===== config.mk =====
export PLATFORM = sky130hd
export DESIGN_NAME = tl_grant_finish_unit
export DESIGN_NICKNAME = d
export VERILOG_FILES = /design/src/rtl/tl_grant_finish_unit.sv
export SDC_FILE = /design/constraint.sdc
export NUM_CORES = 1
export LEC_CHECK = 0
export ABC_AREA = 1
export BUFFER_PORTS_ARGS = -buffer_cell sky130_fd_sc_hd__buf_4
export CORE_MARGIN = 1
export CORE_UTILIZATION = 35
export DETAILED_ROUTE_END_ITERATION = 8
export MAX_ROUTING_LAYER = met4
export PLACE_DENSITY = 0.79
export SLEW_MARGIN = 20
export SYNTH_ARGS = -nofsm -noshare
export SYNTH_HDL_FRONTEND = slang
export SYNTH_SLANG_ARGS = --single-unit

===== constraint.sdc =====
create_clock -name clk -period 2.4 [get_ports clk]
set_input_delay 0.24 -clock clk [delete_from_list [all_inputs] [get_ports clk]]
set_output_delay 0.24 -clock clk [all_outputs]
set_load 0.01 [all_outputs]

===== src/rtl/tl_grant_finish_unit.sv =====
// TileLink client grant consumer: forwards grant beats unchanged and queues finish messages for grants that need them.
// Optional sticky beat-order checker is enabled with `define TL_FINISH_BEAT_CHECK_EN.
module tl_grant_finish_unit #(
  parameter int FQ_DEPTH   = 2,
  parameter int DATA_BEATS = 8
) (
  input  logic        clk,
  input  logic        reset,
  output logic        io_in_grant_ready,
  input  logic        io_in_grant_valid,
  input  logic [1:0]  io_in_grant_bits_header_src,
  input  logic [1:0]  io_in_grant_bits_header_dst,
  input  logic [2:0]  io_in_grant_bits_payload_addr_beat,
  input  logic        io_in_grant_bits_payload_client_xact_id,
  input  logic [1:0]  io_in_grant_bits_payload_manager_xact_id,
  input  logic        io_in_grant_bits_payload_is_builtin_type,
  input  logic [3:0]  io_in_grant_bits_payload_g_type,
  input  logic [63:0] io_in_grant_bits_payload_data,
  input  logic        io_out_grant_ready,
  output logic        io_out_grant_valid,
  output logic [1:0]  io_out_grant_bits_header_src,
  output logic [1:0]  io_out_grant_bits_header_dst,
  output logic [2:0]  io_out_grant_bits_payload_addr_beat,
  output logic        io_out_grant_bits_payload_client_xact_id,
  output logic [1:0]  io_out_grant_bits_payload_manager_xact_id,
  output logic        io_out_grant_bits_payload_is_builtin_type,
  output logic [3:0]  io_out_grant_bits_payload_g_type,
  output logic [63:0] io_out_grant_bits_payload_data,
  input  logic        io_finish_ready,
  output logic        io_finish_valid,
  output logic [1:0]  io_finish_bits_header_src,
  output logic [1:0]  io_finish_bits_header_dst,
  output logic [1:0]  io_finish_bits_payload_manager_xact_id,
  output logic        io_beat_error
);

  localparam int              PW        = (FQ_DEPTH > 1) ? $clog2(FQ_DEPTH) : 1;
  localparam logic [2:0]      LAST_BEAT = 3'(DATA_BEATS - 1);
  localparam logic [2:0]      FQ_FULL   = 3'(FQ_DEPTH);
  localparam logic [PW-1:0]   PTR_LAST  = PW'(FQ_DEPTH - 1);

  typedef struct packed {
    logic [1:0] src;
    logic [1:0] dst;
    logic [1:0] xact;
  } fin_t;

  logic [2:0]    r_beat_cnt;
  logic [2:0]    r_fq_count;
  logic [PW-1:0] r_rd_ptr;
  logic [PW-1:0] r_wr_ptr;
  fin_t          r_fq_mem [FQ_DEPTH];

  logic w_multibeat, w_needs_finish, w_last, w_stall, w_accept, w_push, w_pop;
  fin_t w_fin_in;
  fin_t w_fin_head;

  function automatic logic [PW-1:0] ptr_next(input logic [PW-1:0] p);
    return (p == PTR_LAST) ? '0 : p + PW'(1);
  endfunction

  assign w_multibeat    = io_in_grant_bits_payload_is_builtin_type
                          ? (io_in_grant_bits_payload_g_type == 4'd4)
                          : (io_in_grant_bits_payload_g_type <= 4'd1);
  assign w_needs_finish = !io_in_grant_bits_payload_is_builtin_type;
  assign w_last         = !w_multibeat || (r_beat_cnt == LAST_BEAT);

  // Stall looks only at the registered count, so a same-cycle pop never unblocks a full queue.
  assign w_stall  = w_needs_finish && w_last && (r_fq_count == FQ_FULL);
  assign w_accept = io_in_grant_valid && io_in_grant_ready;
  assign w_push   = w_accept && w_needs_finish && w_last;
  assign w_pop    = io_finish_valid && io_finish_ready;

  assign io_in_grant_ready  = io_out_grant_ready && !w_stall;
  assign io_out_grant_valid = io_in_grant_valid && !w_stall;

  assign io_out_grant_bits_header_src              = io_in_grant_bits_header_src;
  assign io_out_grant_bits_header_dst              = io_in_grant_bits_header_dst;
  assign io_out_grant_bits_payload_addr_beat       = io_in_grant_bits_payload_addr_beat;
  assign io_out_grant_bits_payload_client_xact_id  = io_in_grant_bits_payload_client_xact_id;
  assign io_out_grant_bits_payload_manager_xact_id = io_in_grant_bits_payload_manager_xact_id;
  assign io_out_grant_bits_payload_is_builtin_type = io_in_grant_bits_payload_is_builtin_type;
  assign io_out_grant_bits_payload_g_type          = io_in_grant_bits_payload_g_type;
  assign io_out_grant_bits_payload_data            = io_in_grant_bits_payload_data;

  // A finish travels back toward the grant's sender, so src/dst swap.
  assign w_fin_in = '{src:  io_in_grant_bits_header_dst,
                      dst:  io_in_grant_bits_header_src,
                      xact: io_in_grant_bits_payload_manager_xact_id};

  assign w_fin_head                             = r_fq_mem[r_rd_ptr];
  assign io_finish_valid                        = (r_fq_count != 3'd0);
  assign io_finish_bits_header_src              = w_fin_head.src;
  assign io_finish_bits_header_dst              = w_fin_head.dst;
  assign io_finish_bits_payload_manager_xact_id = w_fin_head.xact;

  // NOTE: sequential state uses non-blocking assignments so every register samples pre-edge values.
  always_ff @(posedge clk) begin
    if (reset) begin
      r_beat_cnt <= 3'd0;
      r_fq_count <= 3'd0;
      r_rd_ptr   <= '0;
      r_wr_ptr   <= '0;
    end else begin
      if (w_accept && w_multibeat)
        r_beat_cnt <= w_last ? 3'd0 : r_beat_cnt + 3'd1;
      if (w_push) r_wr_ptr <= ptr_next(r_wr_ptr);
      if (w_pop)  r_rd_ptr <= ptr_next(r_rd_ptr);
      case ({w_push, w_pop})
        2'b10:   r_fq_count <= r_fq_count + 3'd1;
        2'b01:   r_fq_count <= r_fq_count - 3'd1;
        default: r_fq_count <= r_fq_count;
      endcase
    end
  end

  // NOTE: queue storage has no reset; entries are only read while the count says they are valid.
  always_ff @(posedge clk) begin
    if (w_push) r_fq_mem[r_wr_ptr] <= w_fin_in;
  end

`ifdef TL_FINISH_BEAT_CHECK_EN
  logic r_beat_error;

  always_ff @(posedge clk) begin
    if (reset)
      r_beat_error <= 1'b0;
    else if (w_accept && w_multibeat && (io_in_grant_bits_payload_addr_beat != r_beat_cnt))
      r_beat_error <= 1'b1;
  end

  assign io_beat_error = r_beat_error;
`else
  assign io_beat_error = 1'b0;
`endif

endmodule

## Yosys cells after proc, flatten, opt, wreduce, memory -nomap -nowiden

Memories as Yosys holds them, arrays and structs flattened. A register that Yosys moved wholly into a read port is not among the register bits.
Cells that the tools add are included.

| word-level totals | value |
|---|---|
| flip-flop bits (word level) | 8 |
| bits in writable memories | 12 |
| bits of input ports | 84 |
| output and inout port bits | 89 |
| word-level logic and storage cells | 40 |
| memories | 1 |

| cells by class | value |
|---|---|
| add/sub/neg operators | 5 |
| order comparisons | 1 |
| equal/unequal tests | 5 |
| mux-type cells | 9 |
| reductions and logical operators | 15 |

Memories:

| name | words | bits a word | rd ports | clocked after memory_dff | write ports | RTL line | RTL |
|---|---|---|---|---|---|---|---|
| r_fq_mem | 2 | 6 | 1 | 1 | 1 | 52 | `fin_t r_fq_mem [FQ_DEPTH];` |

Operator list:

| cell | number |
|---|---|
| $logic_and 1x1->1 | 9 |
| $mux 1 | 7 |
| $add 3x1->3 const B | 2 |
| $pmux 3 s2 | 1 |
| $eq 4x3->1 const B | 1 |
| $le 4x1->1 const B | 1 |
| $eq 3x2->1 const B | 1 |
| $eq 3x3->1 const B | 1 |
| $logic_not 1->1 | 3 |
| $mux 3 | 1 |
| $reduce_bool 3->1 | 1 |
| $sub 3x1->3 const B | 1 |
| $add 1x1->1 const B | 2 |
| $eq 2x1->1 const B | 1 |
| $eq 2x2->1 const B | 1 |
| $reduce_bool 2->1 | 1 |
| $logic_or 1x1->1 | 1 |

## Longest topological paths before layout

| depth | value |
|---|---|
| depth in word-level cells | 13 |
| mapped depth | 14 |

## Worst setup path after synthesis

No wires, ideal clock.

| timing path | value |
|---|---|
| path type | reg-to-reg |
| from | reg r_beat_cnt[0] |
| to | reg r_fq_count[2] |
| setup time | 0.122 ns |
| data arrival time | 1.974 ns |
| data required time | 2.278 ns |
| path slack | 0.304 ns |
| stages on the path, launching flop included | 15 |
| cell sequence | dfxtp_1 ha_1 ha_1 inv_1 nand3_2 inv_2 nor2_1 nand4_2 ha_1 inv_1 fa_1 a21oi_1 o21ai_0 o21ai_0 a21oi_1 |

| between the ends | value |
|---|---|
| cells in the longest elaborated chain, start to end | 11 |
| elaborated cells on any way between the ends | 13 |
| those cells by class | eq/ne: 3; mux: 1; reduce/logical: 9 |

RTL lines:

| what | RTL line | RTL |
|---|---|---|
| from (decl) | 48 | `logic [2:0] r_beat_cnt;` |
| from (signal assigned) | 106 | `r_beat_cnt <= w_last ? 3'd0 : r_beat_cnt + 3'd1;` |
| $eq 3x3->1 (*) | 66 | `assign w_last = !w_multibeat \|\| (r_beat_cnt == LAST_BEAT);` |
| $logic_or 1x1->1 (*) | 66 |  |
| $logic_and 1x1->1 (2 in a row) | 69 | `assign w_stall = w_needs_finish && w_last && (r_fq_count == FQ_FULL);` |
| $logic_not 1->1 | 74 | `assign io_in_grant_ready = io_out_grant_ready && !w_stall;` |
| $logic_and 1x1->1 | 74 |  |
| $logic_and 1x1->1 | 70 | `assign w_accept = io_in_grant_valid && io_in_grant_ready;` |
| $logic_and 1x1->1 | 71 | `assign w_push = w_accept && w_needs_finish && w_last;` |
| $logic_and 1x1->1 (*) | 71 |  |
| $eq 2x1->1 / $eq 2x2->1 (equally long branches) | 109 | `case ({w_push, w_pop})` |
| $pmux 3 s2 / $reduce_bool 2->1 (equally long branches) | -- |  |
| to (signal assigned) | 110 | `2'b10: r_fq_count <= r_fq_count + 3'd1;` |
| to (signal assigned) | 111 | `2'b01: r_fq_count <= r_fq_count - 3'd1;` |
| to (signal assigned) | 112 | `default: r_fq_count <= r_fq_count;` |
| to (decl) | 49 | `logic [2:0] r_fq_count;` |

Every way passes the cells marked *; elsewhere a longest branch is shown, timed or not.
A chain may end at the register's enable or synchronous reset.

## Worst setup path after layout

Same ends and word-level chain as after synthesis.

==> out/metrics.cfg <==
[detailed_routing]
vias_per_cell = 4.22
wire_per_inst_um = 11.1
antenna_left = 0
wl_mm = 2.09
dr.pass1.iters = 5
drt_iter0_drc = 63
route.detailed.drc = 4
vias = 794

[clocking]
numCtsBuffers = 3
path_clk_slew_ps = 70
cts_tree = done
clkSinkCount = 21
root_buffer = clkbuf_8
cts_setup_buffers = 0
cts_buffer_depth = 2
htree_levels = 1
worstSkewPairLatency_ps = 250

[placement]
routabilityCongestion = 0.836
hpwlAfterDp_mm = 1.65
placed_cells = 184
place_ws_ps = 147
placed_area_um2 = 1310
numPortBuffers = 35

[worst_setup_path]
reg2reg_from = r_beat_cnt[0]
start_kind = flip-flop
path_max_fanout = 5
reg2reg_to = r_fq_count[2]
r2r_cells = 14
rrSetupSlack_ps = 190
crit_arrival_ps = 2360
end_kind = flip-flop
critPathRequiredTime_ps = 2540
crit_type = reg2reg

[grt]
gr-total-overflow = 0
grt_max_degree = 12
grt_pass1_wl_mm = 3.28
grt_usage_pct = 8.63
antenna_found_initial = 0
grt_pass1_vias = 781

[timing]
setup_viol = 0
timing.slew.headroom_pct = 63.2
finalCritPeriodShare_pct = 92.3
timing.setup.tns_ps = 0
rsz0062_at_grt = no
finalMaxSlewViolations = 0
period_minus_slack_ps = 2210
fin_skew_ps = 4.30
final.setup.worst_slack_ps = 186
hold_violations = 0
worst_pin_slew_ps = 550
fmax_ghz = 0.452

[synth]
yosysWarnings = 0
synth_top_cell_by_area = buf_4
synth_cells = 178
synth_top_area_share_pct = 38.0
synth-seq-cells = 21
syn-num-nets = 266
syn_avg_cell_area_um2 = 8.88
netlist-cell-type-count = 22
seq_area_frac_synth_pct = 34.2
synthesis.area_um2 = 1580
synthTopCellsByArea = buf_4, edfxtp_1, dfxtp_1

[power_and_ir_drop]
ir_worst_vdd_mv = 0.312
leakagePower_nw = 0.601
powerDensity_nw_per_um2 = 769

[hold_path]
min_to = r_beat_cnt[2]
hold_path.class = in2reg
min_path_cells = 2
worstHoldStart = reset

[status]
run_status = finished, violations left
violations = DRC

[floorplanning]
core_um2 = 4350
rows = 24
start_util_pct = 36.3
dieArea_um2 = 4790
die_x_um = 69.2
io_pins = 173
die_y_um = 69.2

[finish]
drive_above_1_share_pct = 38.2
nets = 225
fin_cells = 188
area_growth_pct = -14.2
antenna_cells = 0
design_area_um2 = 1360

[run]
cap_viol_max_count = 0

==> sequential cells by signal, summed over array words and instances (netlist names), named ones only <==
register,count
r_beat_cnt,3
r_fq_count,3
r_fq_mem,12
r_rd_ptr,1
r_wr_ptr,1
==> Yosys cell counts <==
| library cell | n |
|---|---|
| o21ai_1 | 2 |
| buf_4 | 80 |
| nand4_1 | 1 |
| o21ai_0 | 5 |
| inv_2 | 1 |
| nand4_2 | 1 |
| nor2_2 | 2 |
| fa_1 | 1 |
| clkbuf_1 | 1 |
| conb_1 | 1 |
| dfxtp_1 | 9 |
| mux2_2 | 6 |
| nand3_2 | 3 |
| inv_1 | 20 |
| a21oi_1 | 8 |
| nor2_1 | 6 |
| edfxtp_1 | 12 |
| nand3_1 | 1 |
| nand2_1 | 13 |
| ha_1 | 3 |
| nor3_1 | 1 |
| nor2_4 | 1 |
==> cells by family (layout without fill, tap and decap cells) <==
group           count (synthesis)  count (layout)  synth area share [%]
compound gates                 15              15                  4.75
fa+ha+maj                       4               4                  3.64
mux                             6               6                  4.27
buf+inv                       102              60                  43.2
simple gates                   29              29                  9.73
flops                          21              21                  34.2
other cells                     1               1                 0.237
==> layout by cell type, fill, tap and decap left out, drive strengths merged <==
master / synthesis / routed
edfxtp: 12 / 12
nor2: 9 / 9
dfxtp: 9 / 9
nand2: 13 / 13
conb: 1 / 1
fa: 1 / 1
inv: 21 / 21
o21ai: 7 / 7
a21oi: 8 / 8
ha: 3 / 3
nand4: 2 / 2
clkbuf: 1 / 4
nand3: 4 / 4
mux2: 6 / 6
nor3: 1 / 1
buf: 80 / 35
==> how the worst max path moves through the flow <==
stage,from,depth (start not counted),slack [ps],end
final,r_beat_cnt[0],14,190,r_fq_count[2]
after floorplan,r_beat_cnt[0],14,300,r_fq_count[2]
after detailed placement,r_beat_cnt[0],14,150,r_fq_count[2]
after global placement,r_beat_cnt[0],14,220,r_fq_count[2]
after CTS,r_beat_cnt[0],14,140,r_fq_count[2]
after global routing,r_beat_cnt[0],14,5,r_fq_count[2]
==> through the flow <==
| step | total power (W) | utilization [%] | hold WS, ps |
|---|---|---|---|
| after floorplan | 0.000813 | - | 309 |
| final | 0.00104 | 31.2 | 159 |
| after detailed placement | 0.000839 | 30.0 | 422 |
| after global routing | 0.00112 | 31.2 | 143 |
| after CTS | 0.00106 | 31.0 | 149 |
| after global placement | 0.000829 | 30.0 | 424 |
==> what timing repair did <==
action                                  4_1_cts  5_1_grt
hold buffers                                  0        0
endpoints found under the setup margin        0        1
gates resized for setup                       0        2
endpoints found under the hold margin         0        0
==> layout make-up <==
type	count	area, um2
multi-input combinational	55	365
timing repair buffer	35	263
clock buffer	4	45.0
tap	52	65.1
inverter	21	78.8
fill	446	3000
sequential	21	541
==> worst max-delay path, cell delays in order, from the launching register on <==
cell     delay (ps)
dfxtp_1         330
ha_1            200
ha_1            170
inv_1            90
nand3_4         100
inv_2            50
nor2_1           40
nand4_2         100
ha_1            160
inv_1            60
fa_1            380
a21oi_1         140
o21ai_0         110
o21ai_1         130
a21oi_1          50
==> per-layer routing <==
metal  up-vias  routed length (um)  global-route usage (%)
met1       353                 807                    8.67
li1        395                   -                       -
met4         0                  40                    7.71
met3        14                 179                    2.62
met2        32                1070                    13.5
met5         -                   0                       -
==> report_power, final <==
group	internal (W)	switching, W	total (W)
sequential	0.000426	0.0000350	0.000461
clock	0.000118	0.0000989	0.000217
combinational	0.000174	0.000193	0.000366
Note: power is estimated with default switching activity, not from simulation.
